==> src/rtl/booth_pkg.sv <==
// Shared FSM state codes and Booth recoding helpers for the sequential Booth multiplier.
package booth_pkg;

  localparam logic [1:0] IDLE = 2'd0;
  localparam logic [1:0] RUN  = 2'd1;
  localparam logic [1:0] DONE = 2'd2;

  localparam logic [1:0] BOOTH_NOP = 2'd0;
  localparam logic [1:0] BOOTH_ADD = 2'd1;
  localparam logic [1:0] BOOTH_SUB = 2'd2;

  // Radix-2 recoding of the current multiplier bit pair {Q[0], Q_1}.
  function automatic logic [1:0] booth_sel(input logic q0, input logic q_1);
    case ({q0, q_1})
      2'b01:   return BOOTH_ADD;
      2'b10:   return BOOTH_SUB;
      default: return BOOTH_NOP;
    endcase
  endfunction

endpackage

==> src/rtl/booth_step.sv <==
// One combinational radix-2 Booth step: conditional add/subtract of M, then an
// arithmetic right shift of {acc, q, q_1}.
module booth_step
  import booth_pkg::*;
#(
  parameter int N = 9
) (
  input  logic [N:0]   acc,
  input  logic [N-1:0] q,
  input  logic         q_1,
  input  logic [N-1:0] m,
  output logic [N:0]   acc_next,
  output logic [N-1:0] q_next,
  output logic         q_1_next
);

  logic [N:0] m_ext;
  logic [N:0] sum;

  // The extra acc bit keeps acc - m exact when m is the most-negative value.
  always_comb begin
    m_ext = {m[N-1], m};
    sum   = acc;
    case (booth_sel(q[0], q_1))
      BOOTH_ADD: sum = acc + m_ext;
      BOOTH_SUB: sum = acc - m_ext;
      default:   sum = acc;
    endcase
    acc_next = {sum[N], sum[N:1]};
    q_next   = {sum[0], q[N-1:1]};
    q_1_next = q[0];
  end

endmodule

==> src/rtl/booth_multiplier_seq.sv <==
// Sequential radix-2 Booth multiplier, one step per clock, with a start/busy/done handshake.
// Operands are extended by one bit so the signed datapath also covers unsigned inputs.
module booth_multiplier_seq
  import booth_pkg::*;
#(
  parameter int WIDTH = 8
) (
  input  logic                 clk,
  input  logic                 rst,
  input  logic                 start,
  input  logic                 signed_mode,
  input  logic [WIDTH-1:0]     a,
  input  logic [WIDTH-1:0]     b,
  output logic                 busy,
  output logic                 done,
  output logic [2*WIDTH-1:0]   product
);

  localparam int N  = WIDTH + 1;
  localparam int CW = $clog2(N + 1);
  localparam logic [CW-1:0] LAST = CW'(N - 1);

  logic [1:0]    state;
  logic [1:0]    state_next;
  logic [N-1:0]  m;
  logic [N-1:0]  q;
  logic [N:0]    acc;
  logic          q_1;
  logic [CW-1:0] cnt;

  logic [N:0]    acc_step;
  logic [N-1:0]  q_step;
  logic          q_1_step;
  logic [N-1:0]  a_ext;
  logic [N-1:0]  b_ext;
  logic          accept;
  logic          last_step;

  assign a_ext     = signed_mode ? {a[WIDTH-1], a} : {1'b0, a};
  assign b_ext     = signed_mode ? {b[WIDTH-1], b} : {1'b0, b};
  assign accept    = start && ((state == IDLE) || (state == DONE));
  assign last_step = (state == RUN) && (cnt == LAST);

  booth_step #(.N(N)) u_step (
    .acc      (acc),
    .q        (q),
    .q_1      (q_1),
    .m        (m),
    .acc_next (acc_step),
    .q_next   (q_step),
    .q_1_next (q_1_step)
  );

  always_ff @(posedge clk) begin
    if (rst) state <= IDLE;
    else     state <= state_next;
  end

  always_comb begin
    state_next = state;
    case (state)
      IDLE:    state_next = accept ? RUN : IDLE;
      RUN:     state_next = last_step ? DONE : RUN;
      DONE:    state_next = accept ? RUN : IDLE;
      default: state_next = IDLE;
    endcase
  end

  always_comb begin
    busy = (state == RUN);
    done = (state == DONE);
  end

  // The product register is only written on the step that enters DONE, so it
  // holds the previous result throughout a following operation.
  always_ff @(posedge clk) begin
    if (rst) begin
      m       <= '0;
      q       <= '0;
      acc     <= '0;
      q_1     <= 1'b0;
      cnt     <= '0;
      product <= '0;
    end else if (accept) begin
      m   <= a_ext;
      q   <= b_ext;
      acc <= '0;
      q_1 <= 1'b0;
      cnt <= '0;
    end else if (state == RUN) begin
      acc <= acc_step;
      q   <= q_step;
      q_1 <= q_1_step;
      cnt <= cnt + CW'(1);
      if (last_step) product <= {acc_step[WIDTH-2:0], q_step};
    end
  end

endmodule

==> config.mk <==
export PLATFORM = sky130hd
export DESIGN_NAME = booth_multiplier_seq
export DESIGN_NICKNAME = d
export VERILOG_FILES = /design/src/rtl/booth_pkg.sv /design/src/rtl/booth_step.sv /design/src/rtl/booth_multiplier_seq.sv
export SDC_FILE = /design/constraint.sdc
export NUM_CORES = 1
export LEC_CHECK = 0
export CAP_MARGIN = 30
export CELL_PAD_IN_SITES_DETAIL_PLACEMENT = 1
export CELL_PAD_IN_SITES_GLOBAL_PLACEMENT = 1
export CORE_ASPECT_RATIO = 0.9
export CORE_MARGIN = 3
export CORE_UTILIZATION = 41
export DETAILED_ROUTE_END_ITERATION = 8
export PLACE_DENSITY_LB_ADDON = 0.2
export SYNTH_ARGS = -nofsm -noshare
export SYNTH_HDL_FRONTEND = slang
export SYNTH_HIERARCHICAL = 1
export SYNTH_SLANG_ARGS = --single-unit
==> constraint.sdc <==
create_clock -name clk -period 2.95 [get_ports clk]
set_input_delay 0.295 -clock clk [delete_from_list [all_inputs] [get_ports clk]]
set_output_delay 0.295 -clock clk [all_outputs]
set_load 0.02 [all_outputs]
# After elaboration in Yosys (flattened, before gate mapping)
# Index checks and enable logic that the tools add are counted.
op_classes:
  div: 0
  magnitude_cmp: 0
  mux: 9
  n_bitwise: 1
  n_addsub: 3
  n_eq_ne: 7
  mul: 0
  n_reduce_logical: 8
  shifts: 0
ops:
  columns: ["op", "count"]
  rows:
  - ["9-bit 2-to-1 mux", 4]
  - ["10-bit case mux with 2 select lines", 1]
  - ["9-bit by 9-bit adder with 10-bit output", 1]
  - ["9-bit by 9-bit subtractor with 10-bit output", 1]
  - ["2-bit case mux with 2 select lines", 2]
  - ["2-bit by 1-bit == test with 1-bit output, second input constant", 3]
  - ["2-bit == test, second input constant", 3]
  - ["4-bit by 1-bit adder with 4-bit output, second input constant", 1]
  - ["4-bit == test, second input constant", 1]
  - ["2-bit OR reduction", 2]
  - ["3-bit AND reduction", 1]
  - ["1-bit logical AND", 2]
  - ["2-bit zero test", 1]
  - ["2-bit 2-to-1 mux", 1]
  - ["2-bit nonzero test", 1]
  - ["1-bit logical OR", 1]
  - ["1-bit 2-to-1 mux", 1]
  - ["1-bit NOT", 1]
totals:
  reg_bits: 50
  inputBits: 20
  ramBits: 0
  latchBits: 0
  romBits: 0
  word_cells: 35
  mem_count: 0

# Logic depth before layout (Yosys ltp)
# Gate-level depths: netlist (run 1).
depth:
  word_depth: 6
  ltp_mapped: 15
  mapped_depth_nobuf: 14

# Modules after synthesis
# Netlist (run 1), hierarchy kept.
by_module_without_submodules:
  columns: ["module", "instances", "area_per_inst_um2", "cells_each"]
  rows:
  - ["booth_multiplier_seq", 1, 1995.7, 236]
  - ["booth_step", 1, 779.5, 110]

# Worst setup path after synthesis (run 1)
# No wires, ideal clock.
synth_timing:
  path_type: "flip-flop to flip-flop"
  from: "register m[2]"
  to: "register, netlist name acc[9]"
  t_required_ps: 2880
  path_buffers: 1
  setup_slack_ps: 420
  arrival_time_ps: 2460
  period_less_slack_ps: 2530
  stages_incl_launch_ff: 14
  cell_sequence: "dfxtp_1 nor3_2 nor3b_1 nor2_1 xnor2_1 ha_1 a21o_1 a21oi_1 o21ai_1 o31a_1 xnor2_1 buf_4 nand2_1 a21oi_1"
synth_via:
  elab_chain_len: 2
  elab_cells_between_ends: 3
synth_lines:
  columns: ["element", "line", "text"]
  rows:
  - ["from (decl)", "booth_multiplier_seq.sv:25", "logic [N-1:0] m;"]
  - ["from (signal assigned)", "booth_multiplier_seq.sv:85", "m <= a_ext;"]
  - ["9-bit by 9-bit subtractor with 10-bit output or 9-bit by 9-bit adder with 10-bit output (tied branches)", "booth_step.sv:26, booth_step.sv:25", null]
  - ["10-bit case mux with 2 select lines *", "booth_step.sv:24", "case (booth_sel(q[0], q_1))"]
  - ["via acc_step[8]", "booth_multiplier_seq.sv:31", "logic [N:0] acc_step;"]
# The timed path passes the listed nets; every way through them passes the cells marked *.
# A chain may end at the register's enable or synchronous reset.

# Final worst setup path (run 1)
layout_timing:
  from: "register m[2]"
  to: "register, netlist name acc[9]"
layout_via:
  elab_chain_len: 2
  elab_cells_between_ends: 3
layout_lines:
  columns: ["element", "line"]
  rows:
  - ["9-bit by 9-bit subtractor with 10-bit output or 9-bit by 9-bit adder with 10-bit output (tied branches)", "booth_step.sv:26, booth_step.sv:25"]
  - ["10-bit case mux with 2 select lines *", "booth_step.sv:24"]
  - ["via acc_step[8]", "booth_multiplier_seq.sv:31"]
# Marked as above.

==> out/metrics.cfg, run 1 <==
[min_path]
worstHoldStart = product[14]
worstHoldEndpoint = product[14]
hold_depth = 2
hp-class = reg2reg

[pwr]
swShare_pct = 31.3
power_frac_clock_pct = 25.5
pwr-share-seq_pct = 48.4
combPwrFrac_pct = 26.1
ir_drop_uv = 234
p_sw_w = 0.000480
total_power_w = 0.00153
power.internal_w = 0.00105
power_leakage_nw = 1.14
p_per_area_mw_per_mm2 = 478

[synth]
synth_edf_count = 0
synth.area.top_cells = dfxtp_1, nand2_1, mux2i_1, ha_1, a21oi_1
syn_inst = 346
synth_area_mm2 = 0.00278
async_reset_ff_share_pct = 0
ys_seq_elements = 51
synth_area_leader_cell = dfxtp_1
synth_ff_type = dfxtp_1
synth.distinct_cells = 44
syn_nets = 380
syn_area_per_cell_um2 = 8.02
synth-seq-area-share_pct = 36.8
synth_top_area_share_pct = 36.8
yosysWarnings = 6

[routing]
wire_per_inst_um = 15.1
antenna_left = 0
num_vias = 2357
first_pass_iters = 4
routed_wl_mm = 6.88
drcViolationCount = 0
drt_iter0_drc = 64
viasPerCell = 5.17

[clocking]
cts_hold_buf = 0
insertion_delay_ps = 300
cts-htree-levels = 2
cts_buffers = 5
cts-root-buf = clkbuf_8
cts_tree = done
clkTransAtPathRegs_ps = 90
cts_sinks = 51
clockBufferDepth = 2

[outcome]
status = finished, final reports clean

[global_routing]
overflow = 0
grt_max_degree = 36
grt_antenna_before_repair = 0
grt_pass1_wl_mm = 11.7
busiest_layer = met2
gr-usage-met3_pct = 3.52
grt_usage_pct = 18.4
grtUsageMet2_pct = 31.5
grt_pass1_vias = 2410
use_met1_pct = 24.2

[timing]
worst_pin_slew_ps = 616
slew_headroom_pct = 58.8
hold_ws_ps = 465
hold_violations = 0
fin_worst_skew_ps = 7.04
setup-violations-final = 0
timing.fmax_mhz = 371
min_period_over_period_pct = 91.4
final_max_slew_viol_count = 0
final.min_clock_period_ps = 2700

[setup_path]
rrSetupSlack_ps = 250
crit_fanout = 6
regToRegEndpoint = acc[9]
crit_arrival_ps = 2920
crit_type = reg2reg
reg2regPathDepth = 12
start_kind = register
required_ps = 3180
cp-end-kind = register
r2r-start = m[2]

[die]
die_width_um = 92.7
coreArea_mm2 = 0.00635
io_pins = 38
start_util_pct = 43.7
rows = 27
dieArea_mm2 = 0.00779
chipHeight_um = 84.1

[flow_run]
maxCapViolCount = 0

[cells_and_area]
n_fill_cell = 816
antennaDiodeCount = 0
fin_cells = 456
drive_gt1_share_pct = 6.50
syn_to_final_growth_pct = 15.6
fin_nets = 402

[placement]
io_buffers = 37
dp_hpwl_mm = 5.20
dp_cells = 448
globalplace.congestion = 0.880

-- layout by cell type, fill, tap and decap left out, types with 4 or more instances in the layout --
| cell | count |
|---|---|
| o21ai_1 | 6 |
| nand2_1 | 94 |
| nor3_1 | 11 |
| nor2_1 | 9 |
| dfxtp_1 | 51 |
| xor2_1 | 5 |
| o22ai_1 | 4 |
| a21oi_1 | 31 |
| clkdlybuf4s50_1 | 37 |
| a31oi_1 | 6 |
| xnor2_1 | 11 |
| clkbuf_8 | 5 |
| ha_1 | 12 |
| buf_4 | 7 |
| nand2b_1 | 4 |
| o21ai_0 | 11 |
| mux2i_1 | 17 |
| inv_1 | 11 |
-- repair_timing --
item                       4_1_cts  5_1_grt
setup buffers                    0        0
resized for setup                0        2
setup endpoints to repair        0        2
-- metrics by stage --
step	utilization [%]	TNS (ps)	worst slack (ps)	area [µm²]
global route	50.5	-27.5	-27.5	3210
global placement	49.1	0	345	3120
floorplan	-	0	420	2780
CTS	50.4	0	221	3200
finish	50.5	0	254	3210
detailed placement	49.1	0	256	3120
-- how the worst max path moves through the flow --
stage / from / endpoint
6_report: m[2] / acc[9]
5_1_grt: m[2] / product[15]
4_1_cts: m[2] / acc[9]
3_5_place_dp: m[2] / acc[9]
3_3_place_gp: m[2] / acc[8]
2_1_floorplan: m[2] / acc[9]
-- per-layer routing --
metal  part of all wire, %  vias to the layer above  wire length [µm]
li1                      -                     1194                 -
met1                    48                     1125              3290
met2                    49                       36              3350
met3                   3.2                        2               222
met4                  0.28                        0                19
met5                     0                        -                 0
-- registers in the layout, indices dropped and copies added, names as in the netlist --
signal / flops
m: 9
state: 2
cnt: 4
product: 16
q: 9
q_1: 1
acc: 10
-- cell usage after synthesis, types with 2 or more instances --
master    instances
mux2i_1          17
clkbuf_1          2
buf_2            10
nand2b_1          4
nor2_1            9
o21ai_1           6
dfxtp_1          51
inv_1            11
a21oi_1          31
ha_1             13
buf_6             3
buf_1             2
nand2_1          94
nor2b_1           2
buf_4            11
a21oi_2           3
xor2_1            5
and2b_1           2
nor3_1           11
a21o_1            3
a31oi_1           6
nand3_1           3
nand3b_1          3
xnor2_1          11
o21ai_0          11
o22ai_1           4
-- area by class of cell --
class | instances | area, µm² | share of cell area, %
well taps | 87 | 109 | 3.39
flip-flops and latches | 51 | 1020 | 31.8
repair buffers | 44 | 423 | 13.2
inverters | 13 | 48.8 | 1.52
clock inverters | 1 | 5.00 | 0.156
clock buffers | 7 | 76.3 | 2.38
multi-input cells | 253 | 1530 | 47.6
-- power groups by stage --
| stage | Sequential, W | Clock (W) | Combinational [W] |
|---|---|---|---|
| 6_report | 0.000742 | 0.000390 | 0.000400 |
| 5_1_grt | 0.000747 | 0.000431 | 0.000450 |
| 4_1_cts | 0.000742 | 0.000408 | 0.000400 |
| 3_5_place_dp | 0.000758 | 0 | 0.000399 |
| 3_3_place_gp | 0.000757 | 0 | 0.000388 |
| 2_1_floorplan | 0.000747 | 0 | 0.000320 |
-- critical path, cell delays in order (launching register included) --
cell and delay, ps:
dfxtp_1 350, nor3_2 250, nor3b_2 250, nor2_1 90, xnor2_1 130, ha_1 360, a21o_1 210, a21oi_1 180
o21ai_1 110, o31a_1 300, xnor2_1 180, nand2_1 80, a21oi_1 120
-- cell families (layout without fill, tap and decap cells) --
group,count (synthesis),in the layout,synth area share (%)
AO/OA/AOI/OAI,71,71,15.0
XOR/XNOR,16,16,5.05
adder cells (fa/ha/maj),14,14,6.58
buffers and inverters,42,65,8.48
flip-flops,51,51,36.8
multiplexers,18,18,6.54
AND/OR/NAND/NOR,134,134,21.6
(Power assumes the default switching activity.)
==> inputs of run 2 (changes only) <==
--- a/config.mk
+++ b/config.mk
@@ -11,7 +11,9 @@
 export CORE_ASPECT_RATIO = 0.9
 export CORE_MARGIN = 3
 export CORE_UTILIZATION = 41
+export CTS_CLUSTER_DIAMETER = 60
 export DETAILED_ROUTE_END_ITERATION = 8
+export GPL_ROUTABILITY_DRIVEN = 0
 export PLACE_DENSITY_LB_ADDON = 0.2
 export SYNTH_ARGS = -nofsm -noshare
 export SYNTH_HDL_FRONTEND = slang
==> constraint.sdc (replaced) <==
create_clock -name clk -period 2.95 [get_ports clk]
set_input_delay 0.59 -clock clk [delete_from_list [all_inputs] [get_ports clk]]
set_output_delay 0.59 -clock clk [all_outputs]
set_load 0.02 [all_outputs]
==> out/metrics.cfg, run 2 (synthesis results as in run 1) <==
[outcome]
status = finished, final reports clean

[setup_path]
crit_start = m[2]
crit_type = reg2reg
path_cells = nor3_2, nor3b_2, nor2_1, xnor2_1, ha_1, a21o_1, a21oi_1, o21ai_1, o31a_1, xnor2_1, nand2_1, a21oi_1
crit_family = compound AO/OA/AOI/OAI gates
reg2regPathDepth = 12  ; unchanged
crit_buf_inv = 0  ; unchanged
crit_fanout = 6  ; unchanged
crit_arrival_ps = 2880  ; -40 ps
regToRegEndpoint = acc[8]
start_kind = register
critPathCapture = acc[8]
r2r-start = m[2]
slowest_delay_ps = 370  ; about the same
required_ps = 3190  ; about the same
worst-path-stages = 12  ; unchanged
cp-end-kind = register
crit_slowest_cell = ha_1
rrSetupSlack_ps = 320  ; +60 ps

[clocking]
clockBufferDepth = 2  ; unchanged
insertion_delay_ps = 300  ; about the same
cts_sinks = 51  ; unchanged
clkTransAtPathRegs_ps = 90  ; about the same
cts-htree-levels = 2  ; unchanged
cts_tree = done
post-cts-setup-buffers = 0  ; unchanged
cts_buffers = 5  ; unchanged
cts-root-buf = clkbuf_8

[timing]
hold_violations = 0  ; unchanged
rsz0062_at_grt = false
final.min_clock_period_ps = 2630  ; -60.7 ps
timing.fmax_mhz = 380  ; +2.3%
min_period_over_period_pct = 89.3  ; -2.1 points
fin_worst_skew_ps = 5.77  ; -1.27 ps
worst_pin_slew_ps = 772  ; +156 ps
slew_headroom_pct = 48.5  ; -10 points
setup_slack_ps = 315  ; +60.7 ps
setup-violations-final = 0  ; unchanged
finalSetupTns_ps = 0  ; unchanged
final_max_slew_viol_count = 0  ; unchanged

[min_path]
hp-class = reg2reg
worstHoldStart = product[5]

[routing]
drcViolationCount = 0  ; unchanged
drt_iter0_drc = 75  ; +17%
first_pass_iters = 4  ; unchanged
routed_wl_mm = 6.56  ; -4.6%
antenna_left = 0  ; unchanged
wire_per_inst_um = 14.4  ; -4.4%
viasPerCell = 5.19  ; +0.35%
num_vias = 2360  ; +0.13%

[cells_and_area]
final_cell_mix = nand2_1, dfxtp_1, clkdlybuf4s50_1
drive_gt1_share_pct = 7.07  ; +0.56 points
largest_reg_flops = 16  ; unchanged
regMostFlops = product
fin_nets = 401  ; -0.25%
final_common_cell = nand2_1
largestRegisters = product (16), acc (10)
syn_to_final_growth_pct = 16.7
antennaDiodeCount = 0  ; unchanged

[placement]
place_worst_setup_slack_ps = 241  ; -14.7 ps
dp_hpwl_mm = 4.90  ; -5.7%
io_buffers = 37  ; unchanged

[global_routing]
grt_pass1_wl_mm = 11.4  ; -2.5%
overflow = 0  ; unchanged
grt_usage_pct = 17.9  ; -0.47 points
grt_max_degree = 26  ; -28%
grt_pass1_vias = 2418  ; +0.33%
grt_antenna_before_repair = 0  ; unchanged

[flow_run]
maxCapViolCount = 0  ; unchanged

[pwr]
p_per_area_mw_per_mm2 = 508  ; +6.3%
ir_drop_uv = 263  ; +13%
power_leakage_nw = 1.16  ; +1.3%

[die]
die_width_um = 92.7  ; unchanged
rows = 27  ; unchanged
io_pins = 38  ; unchanged
coreArea_mm2 = 0.00635  ; unchanged
chipHeight_um = 84.1  ; unchanged
start_util_pct = 43.7  ; unchanged
dieArea_mm2 = 0.00779  ; unchanged

[run 2: through the flow]
| step | util [%] | power (W) | cells | hold WS [ps] | area (µm²) |
|---|---|---|---|---|---|
| floorplan | - | 0.00107 | 346 | 436 | 2780 |
| global placement | 49.0 | 0.00114 | 447 | 442 | 3110 |
| detailed placement | 49.0 | 0.00115 | 447 | 454 | 3110 |
| CTS | 50.9 | 0.00166 | 455 | 468 | 3230 |
| global route | 51.0 | 0.00174 | 455 | 486 | 3240 |
| finish | 51.0 | 0.00164 | 455 | 460 | 3240 |
[run 2: tightest hold or removal path, cell delays in order (launching register included)]
cell	delay, ps
dfxtp_1	320
nand2_1	50
mux2i_1	50
[run 2: layer usage]
| metal | wire [µm] | track usage [%] | vias up |
|---|---|---|---|
| met5 | 0 | 0 | - |
| met4 | 61 | 4.39 | 0 |
| met3 | 186 | 3.34 | 5 |
| met2 | 3120 | 30.4 | 31 |
| met1 | 3200 | 23.5 | 1129 |
| li1 | - | - | 1195 |
[run 2: what timing repair did]
item	CTS	global route
gates resized for setup	0	3
hold endpoints to repair	0	0
setup endpoints to repair	0	3
hold buffers	0	0
[run 2: final cells by class]
cell class	instances	area, µm²
fill	806	3110
multi-input combinational	253	1530
sequential	51	1020
timing repair buffer	43	415
tap	87	109
clock buffer	6	82.6
inverter	13	48.8
clock inverter	2	35.0
[run 2: how the worst min path moves through the flow]
stage / end / slack, ps / cells after the start
final: product[5] / 460 / 2
after global routing: product[0] / 490 / 2
after CTS: product[5] / 470 / 2
after detailed placement: product[5] / 450 / 2
after global placement: product[5] / 440 / 2
after floorplan: q_1 / 440 / 2
[run 2: where the power goes]
part           switching [W]  internal (W)  total, W
logic               0.000227      0.000170  0.000397
clock network       0.000231      0.000275  0.000506
registers          0.0000278      0.000714  0.000742
==> inputs of run 3 (changes only) <==
--- a/config.mk
+++ b/config.mk
@@ -15,7 +15,10 @@
 export DETAILED_ROUTE_END_ITERATION = 8
 export GPL_ROUTABILITY_DRIVEN = 0
 export PLACE_DENSITY_LB_ADDON = 0.2
+export SETUP_SLACK_MARGIN = 0.3
+export SLEW_MARGIN = 15
 export SYNTH_ARGS = -nofsm -noshare
 export SYNTH_HDL_FRONTEND = slang
 export SYNTH_HIERARCHICAL = 1
 export SYNTH_SLANG_ARGS = --single-unit
+export TNS_END_PERCENT = 100
==> out/metrics.cfg, run 3 (synthesis results as in run 1) <==
[clocking]
insertion_delay_ps = 310  ; about the same
cts-root-buf = clkbuf_8
clockBufferDepth = 2  ; unchanged
clkTransAtPathRegs_ps = 90  ; about the same
cts-htree-levels = 2  ; unchanged
cts_tree = done
cts_hold_buf = 0  ; unchanged
cts_sinks = 51  ; unchanged
cts_buffers = 5  ; unchanged

[setup_path]
required_ps = 3190  ; about the same
crit_family = compound AO/OA/AOI/OAI gates
crit_fanout = 4  ; -2
start_kind = register
cpMostUsedCell = o21ai_1
crit_arrival_ps = 2790  ; -90 ps
slowest_delay_ps = 450  ; +80 ps
path_cells = inv_1, ha_2, mux2i_2, fa_1, a21o_1, a21oi_2, o21ai_1, a31oi_1, xor2_1, o21ai_1, nand2_1, a21oi_1
crit_slowest_cell = fa_1
crit_type = reg2reg
crit_buf_inv = 1  ; +1
cp-end-kind = register

[global_routing]
overflow = 0  ; unchanged
grt_max_degree = 26  ; unchanged
grt_pass1_vias = 2437  ; +0.79%
grt_usage_pct = 18.1  ; +0.15 points
grt_antenna_before_repair = 0  ; unchanged
grt_pass1_wl_mm = 11.5  ; +0.97%

[die]
coreArea_mm2 = 0.00635  ; unchanged
die_width_um = 92.7  ; unchanged
chipHeight_um = 84.1  ; unchanged
start_util_pct = 43.7  ; unchanged
io_pins = 38  ; unchanged
rows = 27  ; unchanged
dieArea_mm2 = 0.00779  ; unchanged

[routing]
wl_met2_mm = 3.49  ; +12%
first_pass_iters = 4  ; unchanged
num_vias = 2449  ; +3.8%
routed_wl_mm = 7.12  ; +8.5%
wl_met3_um = 262  ; +41%
viasPerCell = 5.29  ; +2.0%
drt_iter0_drc = 77  ; +2.7%
drcViolationCount = 0  ; unchanged
wire_per_inst_um = 15.4  ; +6.6%
wl_met1_mm = 3.27  ; +2.3%
antenna_left = 0  ; unchanged
top_layer_used = met4

[timing]
timing.fmax_mhz = 393  ; +3.5%
rsz0062_at_grt = true
min_period_over_period_pct = 86.3  ; -3.1 points
final.min_clock_period_ps = 2540  ; -90.3 ps
finalSetupTns_ps = 0  ; unchanged
hold_ws_ps = 460  ; -0.0160 ps
hold_violations = 0  ; unchanged
worst_pin_slew_ps = 778  ; +5.75 ps
fin_worst_skew_ps = 5.72  ; -0.0490 ps
final_max_slew_viol_count = 0  ; unchanged
setup_slack_ps = 405  ; +90.3 ps
slew_headroom_pct = 48.1  ; -0.38 points
setup-violations-final = 0  ; unchanged

[flow_run]
maxCapViolCount = 0  ; unchanged

[pwr]
p_per_area_mw_per_mm2 = 506  ; -0.36%
pwr-share-seq_pct = 43.0  ; -2.1 points
p_sw_w = 0.000527  ; +8.4%
total_power_w = 0.00173  ; +5.3%
ir_drop_uv = 266  ; +1.3%
power.internal_w = 0.00121  ; +4.0%
power_leakage_nw = 1.22  ; +5.9%
combPwrFrac_pct = 27.8  ; +3.7 points
swShare_pct = 30.4  ; +0.86 points
power_frac_clock_pct = 29.2  ; -1.6 points

[cells_and_area]
regMostFlops = product
largest_reg_flops = 16  ; unchanged
final_common_cell = nand2_1
utilization_pct = 53.9  ; +2.9 points
syn_to_final_growth_pct = 23.4
final_cell_mix = nand2_1, dfxtp_1, clkdlybuf4s50_1
drive_gt1_share_pct = 13.8  ; +6.8 points
antennaDiodeCount = 0  ; unchanged
largestRegisters = product (16), acc (10)
fin_nets = 409  ; +2.0%

[placement]
dp_hpwl_mm = 4.90  ; unchanged
io_buffers = 37  ; unchanged
place_worst_setup_slack_ps = 241  ; unchanged

[min_path]
hp-class = reg2reg

[outcome]
status = finished, final reports clean

-- run 3: path summary, 6_finish.rpt --
kind         slack [ps]  cells after the start        from         end
max                 410                     12        m[0]      acc[7]
min                 460                      2  product[5]  product[5]
max reg2reg         410                     12        m[0]      acc[7]
min reg2reg         460                      2  product[5]  product[5]
-- run 3: final cells by class --
cell class / count / area, µm²
tap: 87 / 109
timing repair buffer: 51 / 475
inverter: 13 / 48.8
clock buffer: 6 / 82.6
clock inverter: 2 / 35.0
fill: 794 / 2930
multi-input combinational: 253 / 1640
sequential: 51 / 1030
-- run 3: through the flow --
stage / cells / area (µm²)
floorplan: 346 / 2780
global placement: 447 / 3110
detailed placement: 447 / 3110
CTS: 457 / 3250
global route: 463 / 3420
finish: 463 / 3420
-- run 3: timing repair --
| item | 4_1_cts | 5_1_grt |
|---|---|---|
| setup endpoints to repair | 4 | 12 |
| pin swaps | 1 | 18 |
| resized for setup | 1 | 29 |
| buffers inserted | 2 | 6 |
-- run 3: power groups by stage --
stage / combinational (W) / sequential, W / clock, W
detailed placement: 0.000390 / 0.000757 / 0
global route: 0.000531 / 0.000748 / 0.000549
finish: 0.000482 / 0.000744 / 0.000506
CTS: 0.000407 / 0.000741 / 0.000520
floorplan: 0.000320 / 0.000747 / 0
global placement: 0.000384 / 0.000756 / 0
-- run 3: worst register-to-register path, cell delays in order, from the launching register on --
cell,delay (ps)
dfxtp_4,390
inv_1,60
ha_2,310
mux2i_2,80
fa_1,450
a21o_1,190
a21oi_2,210
o21ai_1,120
a31oi_1,240
xor2_1,100
o21ai_1,150
nand2_1,70
a21oi_1,120
-- run 3: routing by layer --
| layer | up-vias | global-route usage [%] |
|---|---|---|
| li1 | 1211 | - |
| met1 | 1186 | 23.3 |
| met2 | 41 | 31.2 |
| met3 | 11 | 3.34 |
| met4 | 0 | 4.39 |
| met5 | - | 0 |
